$ cat config.mk
export PLATFORM = sky130hd
export DESIGN_NAME = ag_stage
export DESIGN_NICKNAME = d
export VERILOG_FILES = /design/src/rtl/ag_pkg.sv /design/src/rtl/ag_store_tracker.sv /design/src/rtl/ag_stage.sv
export SDC_FILE = /design/constraint.sdc
export NUM_CORES = 1
export LEC_CHECK = 0
export CAP_MARGIN = 25
export CORE_ASPECT_RATIO = 0.75
export CORE_MARGIN = 10
export CORE_UTILIZATION = 49
export DETAILED_ROUTE_END_ITERATION = 10
export PLACE_DENSITY = 0.77
export SYNTH_ARGS = -nofsm -noshare
export SYNTH_HDL_FRONTEND = slang
export SYNTH_HIERARCHICAL = 1
export SYNTH_SLANG_ARGS = --single-unit
$ cat constraint.sdc
create_clock -name clk -period 9.46 [get_ports clk]
set_input_delay 1.419 -clock clk [delete_from_list [all_inputs] [get_ports clk]]
set_output_delay 1.419 -clock clk [all_outputs]
set_load 0.1 [all_outputs]
$ cat src/rtl/ag_pkg.sv
// Shared encodings, decoded-field bundle and effective-address helper for the AG stage.
// Declarations only: no state, no latency, no flow control.
package ag_pkg;

  localparam logic [1:0] MOD_IND   = 2'b00;
  localparam logic [1:0] MOD_D8    = 2'b01;
  localparam logic [1:0] MOD_D32   = 2'b10;
  localparam logic [1:0] MOD_REG   = 2'b11;
  localparam logic [2:0] RM_DISP32 = 3'b101;

  localparam int ST_DEPTH = 2;
  localparam int SEG_NUM  = 8;

  // Stores are tracked at word granularity.
  typedef logic [29:0] st_addr_t;

  typedef struct packed {
    logic        re;
    logic        we;
    logic        rmsel;
    logic        ro_needed;
    logic        rm_needed;
    logic [1:0]  alusel;
    logic [2:0]  jmp;
    logic [7:0]  modrm;
    logic [15:0] ptr;
    logic [31:0] dval;
    logic [31:0] sval;
    logic [31:0] flags;
    logic [31:0] flag_ld;
  } ag_fields_t;

  function automatic logic is_mem_mode(input logic [7:0] modrm);
    return modrm[7:6] != MOD_REG;
  endfunction

  function automatic logic [31:0] calc_ea(
    input logic [7:0]  modrm,
    input logic [31:0] seg,
    input logic [31:0] sval,
    input logic [31:0] disp
  );
    logic [31:0] ea;
    case (modrm[7:6])
      MOD_IND:         ea = (modrm[2:0] == RM_DISP32) ? seg + disp : seg + sval;
      MOD_D8, MOD_D32: ea = seg + sval + disp;
      default:         ea = '0;
    endcase
    return ea;
  endfunction

endpackage

$ cat src/rtl/ag_store_tracker.sv
// Small in-order FIFO of outstanding store word addresses with an all-entry address compare.
// Hit/full are combinational from registered state; a pop on empty is dropped, a push on full relies on the caller stalling.
module ag_store_tracker
  import ag_pkg::*;
(
  input  logic     clk,
  input  logic     clr,
  input  logic     i_push,
  input  logic     i_pop,
  input  st_addr_t i_cmp_addr,
  output logic     o_hit,
  output logic     o_full
);

  localparam int CNT_W = $clog2(ST_DEPTH + 1);
  localparam int IDX_W = $clog2(ST_DEPTH);

  st_addr_t         r_addr [ST_DEPTH];
  logic [CNT_W-1:0] r_cnt;

  logic             w_pop;
  logic             w_push;
  logic [CNT_W-1:0] w_slot;

  // Pop is applied before push, so a push alongside a pop may target the slot just vacated.
  assign w_pop  = i_pop && (r_cnt != '0);
  assign w_push = i_push && (!o_full || w_pop);
  assign w_slot = r_cnt - CNT_W'(w_pop);
  assign o_full = (r_cnt == CNT_W'(ST_DEPTH));

  always_comb begin
    o_hit = 1'b0;
    for (int i = 0; i < ST_DEPTH; i++) begin
      if ((CNT_W'(i) < r_cnt) && (r_addr[i] == i_cmp_addr)) begin
        o_hit = 1'b1;
      end
    end
  end

  always_ff @(posedge clk or negedge clr) begin
    if (!clr) begin
      r_cnt <= '0;
      for (int i = 0; i < ST_DEPTH; i++) begin
        r_addr[i] <= '0;
      end
    end else begin
      if (w_pop) begin
        for (int i = 0; i < ST_DEPTH - 1; i++) begin
          r_addr[i] <= r_addr[i+1];
        end
      end
      if (w_push) begin
        r_addr[w_slot[IDX_W-1:0]] <= i_cmp_addr;
      end
      r_cnt <= r_cnt + CNT_W'(w_push) - CNT_W'(w_pop);
    end
  end

  a_no_overflow: assert property (@(posedge clk) disable iff (!clr) !(i_push && o_full && !i_pop));

endmodule

$ cat src/rtl/ag_stage.sv
// Address-generation pipeline register: segment-relative EA plus registered copies of decoded fields, one cycle.
// Holds on ld_ag=0; mem_dep tells decode to stall on a pending-store RAW hit or a full store tracker.
module ag_stage
  import ag_pkg::*;
(
  input  logic        clk,
  input  logic        clr,
  input  logic        ld_ag,
  input  logic        ag_vin,
  input  logic        de_re,
  input  logic        de_we,
  input  logic        de_rmsel,
  input  logic [1:0]  de_alusel,
  input  logic [2:0]  de_jmp,
  input  logic [7:0]  de_modrm,
  input  logic [15:0] de_sreg,
  input  logic [15:0] de_ptr,
  input  logic [31:0] de_dval,
  input  logic [31:0] de_sval,
  input  logic [31:0] de_disp,
  input  logic [31:0] de_flags,
  input  logic [31:0] de_flag_ld,
  input  logic        ro_needed,
  input  logic        rm_needed,
  input  logic        seg_wr,
  input  logic [2:0]  seg_wr_idx,
  input  logic [31:0] seg_wr_base,
  input  logic        st_retire,
  output logic        mem_dep,
  output logic        ag_v,
  output logic [31:0] ag_ea,
  output logic        ag_re,
  output logic        ag_we,
  output logic        ag_rmsel,
  output logic        ag_ro_needed,
  output logic        ag_rm_needed,
  output logic [1:0]  ag_alusel,
  output logic [2:0]  ag_jmp,
  output logic [7:0]  ag_modrm,
  output logic [15:0] ag_ptr,
  output logic [31:0] ag_dval,
  output logic [31:0] ag_sval,
  output logic [31:0] ag_flags,
  output logic [31:0] ag_flag_ld
);

  logic [31:0] r_seg [SEG_NUM];
  logic        r_v;
  logic [31:0] r_ea;
  ag_fields_t  r_fld;

  logic [31:0] w_seg;
  logic        w_mem;
  logic [31:0] w_ea;
  logic        w_push;
  logic        w_hit;
  logic        w_full;
  ag_fields_t  w_fld;
  logic        w_sreg_unused;

  // Only the low three selector bits index the table.
  assign w_sreg_unused = ^de_sreg[15:3];

  // Reading the table before the write edge gives same-cycle readers the old base.
  assign w_seg  = r_seg[de_sreg[2:0]];
  assign w_mem  = is_mem_mode(de_modrm);
  assign w_ea   = calc_ea(de_modrm, w_seg, de_sval, de_disp);
  assign w_push = ld_ag && ag_vin && de_we && w_mem;

  // Independent of ld_ag so decode may fold mem_dep into ld_ag without a loop.
  assign mem_dep = ag_vin && w_mem && ((de_re && w_hit) || (de_we && w_full));

  ag_store_tracker u_store_tracker (
    .clk        (clk),
    .clr        (clr),
    .i_push     (w_push),
    .i_pop      (st_retire),
    .i_cmp_addr (w_ea[31:2]),
    .o_hit      (w_hit),
    .o_full     (w_full)
  );

  always_ff @(posedge clk or negedge clr) begin
    if (!clr) begin
      for (int i = 0; i < SEG_NUM; i++) begin
        r_seg[i] <= '0;
      end
    end else if (seg_wr) begin
      r_seg[seg_wr_idx] <= seg_wr_base;
    end
  end

  always_comb begin
    w_fld           = '0;
    w_fld.re        = de_re;
    w_fld.we        = de_we;
    w_fld.rmsel     = de_rmsel;
    w_fld.ro_needed = ro_needed;
    w_fld.rm_needed = rm_needed;
    w_fld.alusel    = de_alusel;
    w_fld.jmp       = de_jmp;
    w_fld.modrm     = de_modrm;
    w_fld.ptr       = de_ptr;
    w_fld.dval      = de_dval;
    w_fld.sval      = de_sval;
    w_fld.flags     = de_flags;
    w_fld.flag_ld   = de_flag_ld;
  end

  always_ff @(posedge clk or negedge clr) begin
    if (!clr) begin
      r_v   <= 1'b0;
      r_ea  <= '0;
      r_fld <= '0;
    end else if (ld_ag) begin
      r_v   <= ag_vin;
      r_ea  <= w_ea;
      r_fld <= w_fld;
    end
  end

  assign ag_v         = r_v;
  assign ag_ea        = r_ea;
  assign ag_re        = r_fld.re;
  assign ag_we        = r_fld.we;
  assign ag_rmsel     = r_fld.rmsel;
  assign ag_ro_needed = r_fld.ro_needed;
  assign ag_rm_needed = r_fld.rm_needed;
  assign ag_alusel    = r_fld.alusel;
  assign ag_jmp       = r_fld.jmp;
  assign ag_modrm     = r_fld.modrm;
  assign ag_ptr       = r_fld.ptr;
  assign ag_dval      = r_fld.dval;
  assign ag_sval      = r_fld.sval;
  assign ag_flags     = r_fld.flags;
  assign ag_flag_ld   = r_fld.flag_ld;

endmodule

Word level (Yosys, flattened, before mapping):

Index checks and enable logic that the tools add are counted.

* output and inout port bits: 196
* bits in registers: 513
* input port bits: 251

* add/subtract/negate cells: 6
* muxes and demuxes: 15
* bitwise operators: 3
* equal/unequal tests: 7
* reductions and logical operators: 19
* order comparisons: 7

Operators with widths (count)
* $bwmux W256: 1
* $mux W32: 4
* $add A32 B32 Y32: 3
* $bmux W32 S3: 1
* $demux W32 S3: 1
* $pmux W32 S2: 1
* $bwmux W60: 1
* $eq A30 B30 Y1: 2
* $mux W30: 2
* $mux W60: 1
* $demux W30 S1: 1
* $logic_and A1 B1 Y1: 13
* $ge A4 B4 Y1 const B: 2
* $not A3 Y4: 2
* $eq A2 B2 Y1 const B: 2
* $lt A1 B2 Y1 const A: 2
* $lt A4 B1 Y1 const B: 1
* $eq A3 B3 Y1 const B: 1
* $add A2 B1 Y2: 1
* $eq A2 B1 Y1 const B: 1
* $ge A2 B2 Y1 const B: 1
* $logic_not A2 Y1: 1
* $logic_or A1 B1 Y1: 2
* $lt A2 B1 Y1 const B: 1
* 8 further kinds: 9

Depth between registers and ports, before layout:

* depth after elaboration: 14
* gate-level depth with buffers: 31
* depth with buffers taken out: 29

Modules after synthesis:

Netlist, hierarchy kept.

Modules (own cells, without submodules)
* ag_stage: times used 1, cells an instance 1928, area an instance 24259.5 um2
* ag_store_tracker: times used 1, cells an instance 288, area an instance 3264.4 um2

Least setup slack after synthesis:

OpenSTA, ideal clock, no wires.

* kind: input port to output port
* start point: in de_sreg[0]
* end point: out mem_dep
* arrival: 8951 ps
* required time: 8041 ps
* path buffers: 2
* cell stages on the path: 26
* setup slack: -910 ps
* path through: buf_2 -> buf_1 -> mux4_2 -> mux2_2 -> ha_1 -> o21a_1 -> o2111a_1 -> a32o_1 -> or2_2 -> a211o_1 -> xor2_1 -> ha_1 -> or4_1 -> a21oi_1 -> o21a_1 -> o31ai_1 -> o41ai_1 -> xnor2_1 -> nand2_1 -> a21oi_1 -> xnor2_1 -> nand4_1 -> or4_1 -> o22ai_1 -> a22oi_1 -> nor2_1

* word-level cells in the longest chain between the ends: 14

RTL lines
* from (decl): RTL line ag_stage.sv:16 `input logic [15:0] de_sreg,`
* $not A3 Y4 (implied by the code) (*): RTL line ag_stage.sv:65 `assign w_seg = r_seg[de_sreg[2:0]];`
* $bmux W32 S3 (*): RTL line ag_stage.sv:65
* $mux W32 (implied by the code) (*) (2 in series): RTL line ag_stage.sv:65
* $add A32 B32 Y32, on equally long branches: RTL line ag_pkg.sv:45, ag_pkg.sv:46
* $add A32 B32 Y32 or $mux W32 (tied branches): RTL line ag_pkg.sv:46, ag_pkg.sv:45
* $pmux W32 S2 (*): RTL line ag_pkg.sv:44 `case (modrm[7:6])`
* via w_ea[26]: RTL line ag_stage.sv:54 `logic [31:0] w_ea;`
* $eq A30 B30 Y1: RTL line ag_store_tracker.sv:34 `if ((CNT_W'(i) < r_cnt) && (r_addr[i] == i_cmp_addr)) begin`
* $logic_and A1 B1 Y1: RTL line ag_store_tracker.sv:34
* $mux W1: RTL line ag_store_tracker.sv:34
* $mux W1 (*): RTL line ag_store_tracker.sv:34
* via w_hit: RTL line ag_stage.sv:56 `logic w_hit;`
* $logic_and A1 B1 Y1 (*): RTL line ag_stage.sv:71 `assign mem_dep = ag_vin && w_mem && ((de_re && w_hit) || (de_we && w_full));`
* $logic_or A1 B1 Y1 (*): RTL line ag_stage.sv:71
* $logic_and A1 B1 Y1 (*): RTL line ag_stage.sv:71
* to (decl): RTL line ag_stage.sv:29 `output logic mem_dep,`

Mark *: on every way through the listed nets, which the timed path passes. The rest lies on a longest branch. The select of a mux whose other input is x is not followed.

Worst setup path in the final report:

Ends and elaborated chain as after synthesis.

==> flow_summary.toml <==
[run_status]
status = "finished clean"

[critical_path]
reg2reg_slack_ns = 3.51
crit_end = "mem_dep"
path_class = "primary input to output pin"
cp-start-kind = "primary input"
reg2reg_depth = 28
arrival_ns = 7.97
critPathMaxStageDelay_ns = 0.57
crit_path_end_kind = "output pin"
r2r_start = "r_seg[192]"
cp_max_fo = 6
critPathSlowestCell = "or4_4"
reg2reg_to = "u_store_tracker/r_addr[26]"
worst_path_most_repeated_cell = "buf_4"
startpoint = "de_sreg[0]"
cp.required_ns = 8.04

[floorplan]
io_pins = 447
core_um2 = 55700
dieArea_um2 = 66100
initial_utilization = 0.494
die_x_um = 294
num_rows = 75
die_h_um = 225

[yosys]
synth-seq-cells = 513
syn_avg_cell_area_um2 = 12.4
synth.top_cell.area_share = 0.466
syn_nets = 2571
synthArstFlopShare = 1.00
syn-instance-count = 2216
yosysUniqueCellTypes = 84
synth_area_leaders = "dfrtp_1 (47%), mux2_2 (20%), mux4_2 (5.2%)"
synth_area_leader_cell = "dfrtp_1"
ys.flop_type = "dfrtp_1"
synth_edf_count = 0
ys_seq_area_frac = 0.466
synth_area_um2 = 27500
ys.warnings.count = 6

[power_and_ir_drop]
vdd_ir_drop_max_uv = 158
p_leak_nw = 16.0
fin_total_pwr_w = 0.0109
power_per_cell_area_nw_per_um2 = 296

[global_route]
grt_antenna_before_repair = 20
grt_pass1_vias = 21800
globalRouteTotalUtil = 0.250
grt_max_degree = 191
grt_pass1_wl_um = 129000
overflow = 0

[placed_design]
placed_area_um2 = 34200
place.gp.congestion = 0.960
portBuffers = 433
hpwl_um = 62600
dp_cells = 3489

[timing]
setup_viol = 0
final.min_clock_period_ns = 9.39
slew_viol_final = 0
fmax_mhz = 106
maxSlewHeadroom = 0.262
timing.final.crit_share = 0.993
clock_skew_ns = 0.0184
rsz0062_at_grt = "true"
worst-slew-pin-transition_ns = 1.10
hold_violations = 0

[finish]
layout_commonest_cell = "dfrtp_1"
final_cell_area_um2 = 36700
final_cell_mix = "dfrtp_1 (513), mux2_2 (487), clkdlybuf4s50_1 (427)"
fillers = 4069
drive_above_1_share = 0.342
instances_no_fill = 3606
nets = 3190
area.growth.synth_to_final_pct = 33.2

[run]
max-cap-violations = 0

[detailed_routing]
vias_per_cell = 5.76
wl_per_cell_um = 23.8
dr.pass1.iters = 6
drc_errors = 0
drt.antenna.violating_nets = 0
drtIter0Drc = 1937
wirelength_um = 85700
vias = 20800

[clock_tree]
clkTransAtPathRegs_ns = 0.06
numCtsBuffers = 51
worstSkewPairLatency_ns = 0.60
cts_tree = "yes"
ctsRootBufferMaster = "clkbuf_16"
cts_buffer_depth = 3
cts_sinks = 513
htree_num_levels = 2

[hold_path]
min_path_type = "flop to flop"
how the worst min path moves through the flow:
| stage | start | to | slack (ns) | cells past startpoint |
|---|---|---|---|---|
| 3_3_place_gp | r_seg[61] | r_seg[61] | 0.48 | 1 |
| 4_1_cts | r_seg[53] | r_seg[53] | 0.50 | 1 |
| 6_report | r_seg[25] | r_seg[25] | 0.50 | 1 |
| 5_1_grt | r_seg[58] | r_seg[58] | 0.51 | 1 |
| 3_5_place_dp | r_seg[145] | r_seg[145] | 0.49 | 1 |
| 2_1_floorplan | r_seg[32] | r_seg[32] | 0.47 | 1 |
repair_timing:
item                                    in CTS  in global routing
gates cloned                                 0                  2
pin swaps                                   15                 57
endpoints found under the hold margin        0                  0
hold buffers                                 0                  0
gates resized for setup                     30                 90
endpoints found under the setup margin       1                  1
buffers inserted                             4                 19
per-layer routing:
metal  wire length (µm)  GRT usage  up-vias
li1                   -          -     9401
met1              37100      0.332    10400
met2              39000      0.395      742
met3               7500     0.0765      162
met4               1950     0.0614       28
met5                173          0        -
sequential cells by signal (all words and copies together), names as in the netlist:
name                    cells
ag_flag_ld                 32
ag_modrm                    8
u_store_tracker/r_addr     60
ag_sval                    32
ag_ptr                     16
ag_dval                    32
ag_jmp                      3
ag_alusel                   2
r_seg                     256
ag_re                       1
u_store_tracker/r_cnt       2
ag_v                        1
ag_we                       1
ag_rm_needed                1
ag_ro_needed                1
ag_ea                      32
ag_rmsel                    1
ag_flags                   32
kinds of logic (layout without fill, tap and decap cells):
logic type	Yosys count	in the layout	share of synthesized area
other	0	6	0
multiplexers	592	592	0.267
XOR/XNOR	149	149	0.0477
adder cells (fa/ha/maj)	104	104	0.0481
AO/OA/AOI/OAI	391	391	0.0929
buffers and inverters	161	814	0.0242
flip-flops	513	513	0.466
AND/OR/NAND/NOR	306	306	0.0539
critical path, delay by kind of cell:
family	cells	cell delay [ns]
compound gates	11	2.08
xor+xnor	3	0.52
fa+ha+maj	3	0.62
buf+inv	7	1.00
mux	2	0.83
simple gates	6	1.48
report_power, final:
group,switching (W),total [W],internal (W)
Sequential,0.000290,0.00297,0.00268
Combinational,0.00329,0.00581,0.00252
Clock,0.000868,0.00208,0.00121
Total,0.00445,0.0109,0.00641
metrics by stage:
step / util / setup WS [ns] / hold WS, ns / setup TNS [ns]
after floorplan: - / 0.110 / 0.474 / 0
after global placement: 0.611 / -0.339 / 0.482 / -0.339
after detailed placement: 0.613 / -0.444 / 0.488 / -0.444
after CTS: 0.646 / -0.0548 / 0.502 / -0.0548
after global routing: 0.658 / -0.157 / 0.509 / -0.157
final: 0.658 / 0.0667 / 0.499 / 0
Yosys cell counts, drive strengths merged, types with 18 or more instances:
cell / instances
a21o: 46
a21oi: 124
a31oi: 18
buf: 24
clkbuf: 92
dfrtp: 513
ha: 101
inv: 45
mux2: 492
mux2i: 36
mux4: 64
nand2: 69
nand3: 20
nand4: 22
nor2: 109
o21ai: 68
o22ai: 20
xnor2: 72
xor2: 77
final cells by class:
class                           instances  area, µm²  share of cell area
Sequential cell                       513      12800               0.350
Clock inverter                         14        253             0.00689
Antenna cell                            6       15.0            0.000409
Multi-Input combinational cell       1542      14600               0.398
Tap cell                              731        915              0.0249
Clock buffer                           73       1430              0.0390
Inverter                               45        171             0.00467
Timing Repair Buffer                  682       6470               0.176
(Power assumes the default switching activity.)
